[src/rtl/aes_key_expand.sv]
// AES-128/192/256 key-schedule engine: one schedule word per cycle, round keys held in an
// internal memory with a combinational read port. Define AES_KEY_ZEROIZE_EN to add a zeroize input.
module aes_key_expand #(
    parameter int MAX_KEY_BITS      = 256,
    parameter bit MEM_CLEAR_ON_INIT = 1'b0
) (
    input  logic                    clk,
    input  logic                    reset,
`ifdef AES_KEY_ZEROIZE_EN
    input  logic                    zeroize,
`endif
    input  logic                    init,
    input  logic [1:0]              mode,
    input  logic [MAX_KEY_BITS-1:0] key,
    input  logic [3:0]              round,
    output logic [127:0]            round_key,
    output logic                    ready,
    output logic                    busy,
    output logic                    mode_err,
    output logic [31:0]             sub_in,
    input  logic [31:0]             sub_out
);
    localparam int MAX_NK = MAX_KEY_BITS / 32;
    localparam int MAX_NR = MAX_NK + 6;
    localparam int DEPTH  = MAX_NR + 1;

    typedef enum logic [1:0] {IDLE, GEN, DONE} state_t;

    state_t                   state_q, state_d;
    logic [5:0]               i_q, i_d;
    logic [2:0]               j_q, j_d;
    logic [7:0]               rcon_q, rcon_d;
    logic [1:0]               mode_q, mode_d;
    logic [7:0][31:0]         key_q, key_d, win_q, win_d, key_words;
    logic [DEPTH-1:0][3:0][31:0] mem_q, mem_d;
    logic                     wr_en_q, wr_en_d;
    logic [5:0]               wr_idx_q, wr_idx_d;
    logic [31:0]              wr_word_q, wr_word_d;
    logic                     ready_q, ready_d, busy_q, busy_d, err_q, err_d;

    logic [3:0]  nk_in, nk, nr;
    logic [5:0]  nw;
    logic [2:0]  nk_m1;
    logic        mode_ok;
    logic [31:0] rot, w_new;

    function automatic logic [3:0] nk_of(input logic [1:0] m);
        case (m)
            2'd0:    return 4'd4;
            2'd1:    return 4'd6;
            2'd2:    return 4'd8;
            default: return 4'd0;
        endcase
    endfunction

    // Key word 0 is the MSB word; words beyond the configured key width read zero.
    for (genvar g = 0; g < 8; g++) begin : g_kw
        if (g < MAX_NK) begin : g_used
            assign key_words[g] = key[MAX_KEY_BITS-1-32*g -: 32];
        end else begin : g_pad
            assign key_words[g] = 32'h0;
        end
    end

    always_comb begin
        nk_in   = nk_of(mode);
        mode_ok = (mode != 2'd3) && ({nk_in, 5'b0} <= 9'(MAX_KEY_BITS));
        nk      = nk_of(mode_q);
        nr      = nk + 4'd6;
        nw      = {nk + 4'd7, 2'b00};
        nk_m1   = 3'(nk - 4'd1);
        rot     = {sub_out[23:0], sub_out[31:24]};

        state_d   = state_q;
        i_d       = i_q;
        j_d       = j_q;
        rcon_d    = rcon_q;
        mode_d    = mode_q;
        key_d     = key_q;
        win_d     = win_q;
        mem_d     = mem_q;
        wr_en_d   = 1'b0;
        wr_idx_d  = wr_idx_q;
        wr_word_d = wr_word_q;
        ready_d   = ready_q;
        busy_d    = busy_q;
        err_d     = err_q;
        sub_in    = 32'h0;
        w_new     = 32'h0;

        // Memory write is registered one cycle behind generation to keep the S-box path short.
        if (wr_en_q) mem_d[wr_idx_q[5:2]][~wr_idx_q[1:0]] = wr_word_q;

        case (state_q)
            IDLE: if (init) begin
                ready_d = 1'b0;
                if (!mode_ok) begin
                    err_d = 1'b1;
                end else begin
                    err_d   = 1'b0;
                    busy_d  = 1'b1;
                    mode_d  = mode;
                    key_d   = key_words;
                    i_d     = 6'd0;
                    j_d     = 3'd0;
                    rcon_d  = 8'h01;
                    state_d = GEN;
                    if (MEM_CLEAR_ON_INIT) mem_d = '0;
                end
            end
            GEN: begin
                if ({2'b00, nk} > i_q) begin
                    w_new = key_q[i_q[2:0]];
                end else begin
                    sub_in = win_q[0];
                    if (j_q == 3'd0) begin
                        w_new  = win_q[nk_m1] ^ rot ^ {rcon_q, 24'h0};
                        rcon_d = {rcon_q[6:0], 1'b0} ^ (rcon_q[7] ? 8'h1b : 8'h00);
                    end else if (nk == 4'd8 && j_q == 3'd4) begin
                        w_new = win_q[nk_m1] ^ sub_out;
                    end else begin
                        w_new = win_q[nk_m1] ^ win_q[0];
                    end
                end
                win_d     = {win_q[6:0], w_new};
                wr_en_d   = 1'b1;
                wr_idx_d  = i_q;
                wr_word_d = w_new;
                i_d       = i_q + 6'd1;
                j_d       = (j_q == nk_m1) ? 3'd0 : j_q + 3'd1;
                if (i_q == nw - 6'd1) state_d = DONE;
            end
            DONE: if (!wr_en_q) begin
                // One extra cycle lets the final registered write land before ready.
                busy_d  = 1'b0;
                ready_d = 1'b1;
                state_d = IDLE;
            end
            default: state_d = IDLE;
        endcase

`ifdef AES_KEY_ZEROIZE_EN
        if (zeroize) begin
            mem_d   = '0;
            win_d   = '0;
            key_d   = '0;
            wr_en_d = 1'b0;
            ready_d = 1'b0;
            busy_d  = 1'b0;
            i_d     = 6'd0;
            j_d     = 3'd0;
            rcon_d  = 8'h01;
            state_d = IDLE;
        end
`endif

        round_key = '0;
        if (round <= nr) round_key = mem_q[round];
    end

    always_ff @(posedge clk or negedge reset) begin
        if (!reset) begin
            state_q   <= IDLE;
            i_q       <= '0;
            j_q       <= '0;
            rcon_q    <= 8'h01;
            mode_q    <= '0;
            key_q     <= '0;
            win_q     <= '0;
            mem_q     <= '0;
            wr_en_q   <= 1'b0;
            wr_idx_q  <= '0;
            wr_word_q <= '0;
            ready_q   <= 1'b0;
            busy_q    <= 1'b0;
            err_q     <= 1'b0;
        end else begin
            state_q   <= state_d;
            i_q       <= i_d;
            j_q       <= j_d;
            rcon_q    <= rcon_d;
            mode_q    <= mode_d;
            key_q     <= key_d;
            win_q     <= win_d;
            mem_q     <= mem_d;
            wr_en_q   <= wr_en_d;
            wr_idx_q  <= wr_idx_d;
            wr_word_q <= wr_word_d;
            ready_q   <= ready_d;
            busy_q    <= busy_d;
            err_q     <= err_d;
        end
    end

    assign ready    = ready_q;
    assign busy     = busy_q;
    assign mode_err = err_q;
endmodule

[config.mk]
export PLATFORM = sky130hd
export DESIGN_NAME = aes_key_expand
export DESIGN_NICKNAME = d
export VERILOG_FILES = /design/src/rtl/aes_key_expand.sv
export SDC_FILE = /design/constraint.sdc
export NUM_CORES = 2
export LEC_CHECK = 0
export BUFFER_PORTS_ARGS = -buffer_cell sky130_fd_sc_hd__buf_2
export CORE_UTILIZATION = 59
export CTS_BUF_LIST = sky130_fd_sc_hd__clkbuf_8
export CTS_CLUSTER_SIZE = 30
export DETAILED_ROUTE_END_ITERATION = 7
export GPL_TIMING_DRIVEN = 0
export PLACE_DENSITY = 0.77
export SLEW_MARGIN = 20
export SYNTH_ARGS = -nofsm -noshare
export SYNTH_HDL_FRONTEND = slang
export SYNTH_SLANG_ARGS = --single-unit
[constraint.sdc]
create_clock -name clk -period 3.2 [get_ports clk]
set_input_delay 0.32 -clock clk [delete_from_list [all_inputs] [get_ports clk]]
set_output_delay 0.32 -clock clk [all_outputs]
set_load 0.02 [all_outputs]
# Yosys cells after proc, flatten, opt, wreduce, memory -nomap -nowiden
# Index checks and enable logic that the tools add are counted.
# totals
reg_bits,2463
latch_bits,0
ramBits,0
rom_bits,0
inputBits,297
out_inout_bits,163
elab_cells,188
n_memories,0
# op_classes
n_addsub,6
multipliers,0
div_mod_pow,0
magnitude_cmp,10
eq_ne,17
shifts,0
mux,46
bitwise,6
reduce_logical,17
# op_table
op,count
$bwmux W1920,1
$bmux W128 S4,1
$demux W128 S4,1
$mux W128,3
$mux W32,8
$bmux W32 S3,2
$xor A32 B32 Y32,4
$demux W32 S2,1
$mux W8,4
$pmux W4 S3,2
$pmux W8 S2,1
$ne A2 B2 Y1 const B,7
$mux W6,2
$pmux W6 S2,1
$lt A4 B5 Y1 const B,2
$le A9 B9 Y1 const B,1
$mux W3,3
$reduce_and A3 Y1,3
$add A4 B3 Y4 const B,2
$lt A3 B4 Y1 const B,2
$mux W2,4
$reduce_and A4 Y1,2
$xor A8 B5 Y8,1
$mux W1,7
26 further kinds,37

# Longest topological paths before layout
# logic_depth
ltp_word,9
mapped_depth,13
depth_no_buf,9

# Worst setup path after synthesis
# Ideal clock, no wire load.
# synth_path
kind,flip-flop to output port
from,reg mode_q[0]
to,out round_key[117]
arrival_ps,2530
required_time_ps,2880
path_slack_ps,350
path_stages_with_launch,11
n_path_buf,4
cell_sequence,dfrtp_1 > clkbuf_1 > clkbuf_1 > nor2_1 > ha_1 > a21o_1 > a21oi_1 > a41oi_1 > clkbuf_1 > clkbuf_1 > a211oi_1
# synth_via
elab_chain_cells,5
elab_cells_between_ends,7
cone_classes,add/sub (1); order compare (1); eq/ne (2); mux (2); reduce/logical (1)
# synth_lines
item,line_no,source
start: declaration,33,"logic [1:0] mode_q, mode_d;"
start signal: assignment,182,mode_q <= mode_d;
"$eq A2 B2 Y1, or another cell as far along",48,case (m)
$pmux W4 S3 (*),48,
$add A4 B3 Y4 (*),69,nr = nk + 4'd6;
$le A4 B4 Y1 (*),158,if (round <= nr) round_key = mem_q[round];
$mux W128 (*),158,
end: declaration,16,"output logic [127:0] round_key,"
# Mark *: on every way between the ends. The rest lies on a longest branch, timed or not.

# Final worst setup path
# layout_path
from,in round[2]
to,out round_key[117]
# layout_via
elab_chain_cells,3
elab_cells_between_ends,4
cone_classes,order compare (1); mux (3)
# layout_lines
item,line_no,source
start: declaration,15,"input logic [3:0] round,"
$bmux W128 S4,158,
$mux W128 (implied by the code),158,
$mux W128 (*),158,
# Mark *: on every way between the ends. The rest lies on a longest branch, timed or not. The select of a mux whose other input is x is not followed.

==> run summary <==
Req. time, crit path -> 2.88 ns
Final WL -> 431000 µm
LEAKAGE -> 63.7 nW
Worst-path clk slew -> 0.06 ns
I/O pins -> 460
Synthesized area -> 111000 µm²
RSZ-0062 raised after global routing -> true
Synth-to-Final Area Change -> 19.3%
Total power -> 133 mW
VDD IR-drop max -> 721 µV
Share of post-route cells with drive strength above 1 -> 0.328
Yosys top cell by area -> dfrtp_1
Total GRT Usage -> 0.454
Hold Crit Class -> in -> reg
Worst setup SP type -> input pin
WL per Instance -> 33.1 µm
# DRC -> 0
CTS root buffer -> clkbuf_8
Top-count cell post-synth -> dfrtp_1
Hold Vio Cnt, Final -> 0
Internal power -> 81.4 mW
Pre-antenna DRT Iters -> 6
Largest net degree at the start of global routing -> 146
Syn Inst Count -> 8773
Status -> complete, but fails checks
Worst Path Arrival -> 3.67 ns
Die area -> 190000 µm²
Async S/R FF share, synth -> 1.00
Period minus WS final -> 3.99 ns
Initial Util -> 0.593
Site Rows -> 159
Peak Freq -> 0.250 GHz
Clk_skew -> 0.0964 ns
NetSw -> 51.7 mW
CTS tree -> built
Slew Limit Headroom -> 0.135
Global-route wire length before repair -> 612000 µm
Core area -> 188000 µm²
CTS H-tree depth -> 5
Net Sw Frac -> 0.389
WHS -> 0.0485 ns
Logic gate share of total power -> 0.394
Worst-path fanout max -> 10
Total CTS buffers -> 407
Slew @ Worst Pin -> 1.30 ns
Clock share of power -> 0.210
Share of the synthesized area in the top cell type -> 0.554
Synth cell count leaders -> dfrtp_1, nand2_1, mux2_2
CTS sink cnt -> 2463
Hpwl dp -> 293000 µm
Drt initial violations -> 10499
Die X -> 436 µm
Vias per inst -> 6.57
Final GP Congestion -> 0.994
Max-Cap Viols -> 0
Global route overflow -> 0
Final WS setup -> -0.794 ns
Crit end category -> output pin
Number of synthesized register bits -> 2463
Syn_area_per_cell -> 12.7 µm²
EDFF count, synth -> 0
Distinct cells, synth -> 52
Antenna violations before repair -> 41
Final Max Tran Viols -> 0
Deepest clock path buffer count -> 4
Pwr/cell area -> 1000 nW/µm²
Synth top area cells -> dfrtp_1, mux2_2, mux4_2, nand2_1, mux2i_1
Final Cycle Share -> 1.25
Final setup vio count -> 166
Crit Path Class -> in -> out
Failing checks -> negative setup slack
Sequential share of the synthesized area -> 0.554
Die height -> 436 µm
Total vias in the final route -> 85574
Worst-Skew Late Latency -> 1.10 ns
Vias in the first global route -> 87755
Main synth FF type -> dfrtp_1
Fin nets -> 10504
Warnings, synthesis -> 0
PortBufs -> 457
Sequential power share -> 0.396
Post-synthesis net count -> 9079
Antenna-violating nets left -> 0
state kept, by name, summed over array words and instances, names as in the netlist, 3 cells and up:
name and cells:
j_q 3, wr_word_q 32, key_q 256, win_q 224
rcon_q 8, wr_idx_q 6, mem_q 1920, i_q 6
cell usage in the layout, fill, tap and decap left out, types with 24 or more instances in the layout:
cell,n
a2bb2oi_1,24
buf_2,500
buf_4,72
buf_6,80
clkbuf_1,500
clkbuf_2,81
clkbuf_8,519
clkinv_2,45
dfrtp_1,2459
diode_2,29
dlygate4sd3_1,501
inv_1,151
mux2_1,177
mux2_2,1391
mux2i_1,247
mux4_2,543
nand2_1,2070
nand2b_1,55
nor2_1,34
nor2b_1,79
nor2b_4,38
o21ai_0,414
o21ai_1,137
o22ai_1,44
o31ai_1,24
cell type report:
| type | instances | area, µm² |
|---|---|---|
| flip-flops and latches | 2463 | 61600 |
| fillers | 12323 | 54900 |
| multi-input cells | 5486 | 47200 |
| repair buffers | 1031 | 8900 |
| clock buffers | 512 | 7050 |
| plain buffers | 785 | 3670 |
| well taps | 2495 | 3120 |
| clock inverters | 193 | 991 |
| inverters | 24 | 115 |
| diodes | 29 | 72.6 |
power groups by stage:
stage / sequential [mW] / combinational, mW / clock (mW)
2_1_floorplan: 49.3 / 29.1 / 0
3_3_place_gp: 51.6 / 43.8 / 0
3_5_place_dp: 52.1 / 45.6 / 0
4_1_cts: 51.8 / 49.2 / 27.7
5_1_grt: 53.7 / 54.6 / 29.1
6_report: 52.7 / 52.5 / 27.9
kinds of logic after synthesis:
group | Yosys count | share of synthesized area
multiplexers | 2359 | 0.291
AO/OA/AOI/OAI | 727 | 0.0364
adder cells (fa/ha/maj) | 9 | 0.00101
AND/OR/NAND/NOR | 2375 | 0.0861
XOR/XNOR | 15 | 0.00118
flip-flops | 2463 | 0.554
buffers and inverters | 825 | 0.0302
timing repair:
action                                  CTS  global route
gates cloned                              4             3
hold endpoints to repair                812             0
pin swaps                                11             5
hold buffers                            502             0
endpoints found under the setup margin  200           464
setup buffers                            25            18
gates resized for setup                 352           149
layer usage:
metal	up-vias	track usage	wire length, µm
met4	14	0.375	43200
met2	6424	0.666	189000
met1	43619	0.525	142000
li1	33477	-	-
met3	2040	0.180	56300
met5	-	0	103
stage by stage:
step	setup slack [ns]	setup TNS [ns]	cells	utilization	cell area [µm²]
floorplan	0.350	0	8773	-	111000
global placement	-50.82	-	11725	0.622	117000
detailed placement	-2.65	-327.64	11750	0.626	117000
CTS	-0.730	-95.80	12977	0.704	132000
global route	-0.782	-103.85	13002	0.707	133000
finish	-0.794	-101.12	13018	0.707	133000
path summary, 6_finish.rpt:
path / to / cells after the start / slack (ns) / start
setup / recovery: round_key[117] / 7 / -0.79 / round[2]
hold / removal: key_q[94] / 4 / 0.05 / key[190]
setup reg to reg: wr_word_q[18] / 7 / -0.03 / i_q[0]
hold reg to reg: win_q[246] / 2 / 0.43 / win_q[214]
max in group asynchronous: key_q[3] / 7 / 0.29 / reset
min in group asynchronous: mem_q[1175] / 4 / 0.44 / reset
critical path, stage by stage:
cell,delay [ns]
buf_2,0.19
clkbuf_1,0.29
clkbuf_1,0.98
clkbuf_1,0.95
o21ai_1,0.27
a211oi_4,0.46
buf_6,0.18
Power figures use the tool's default switching activity.
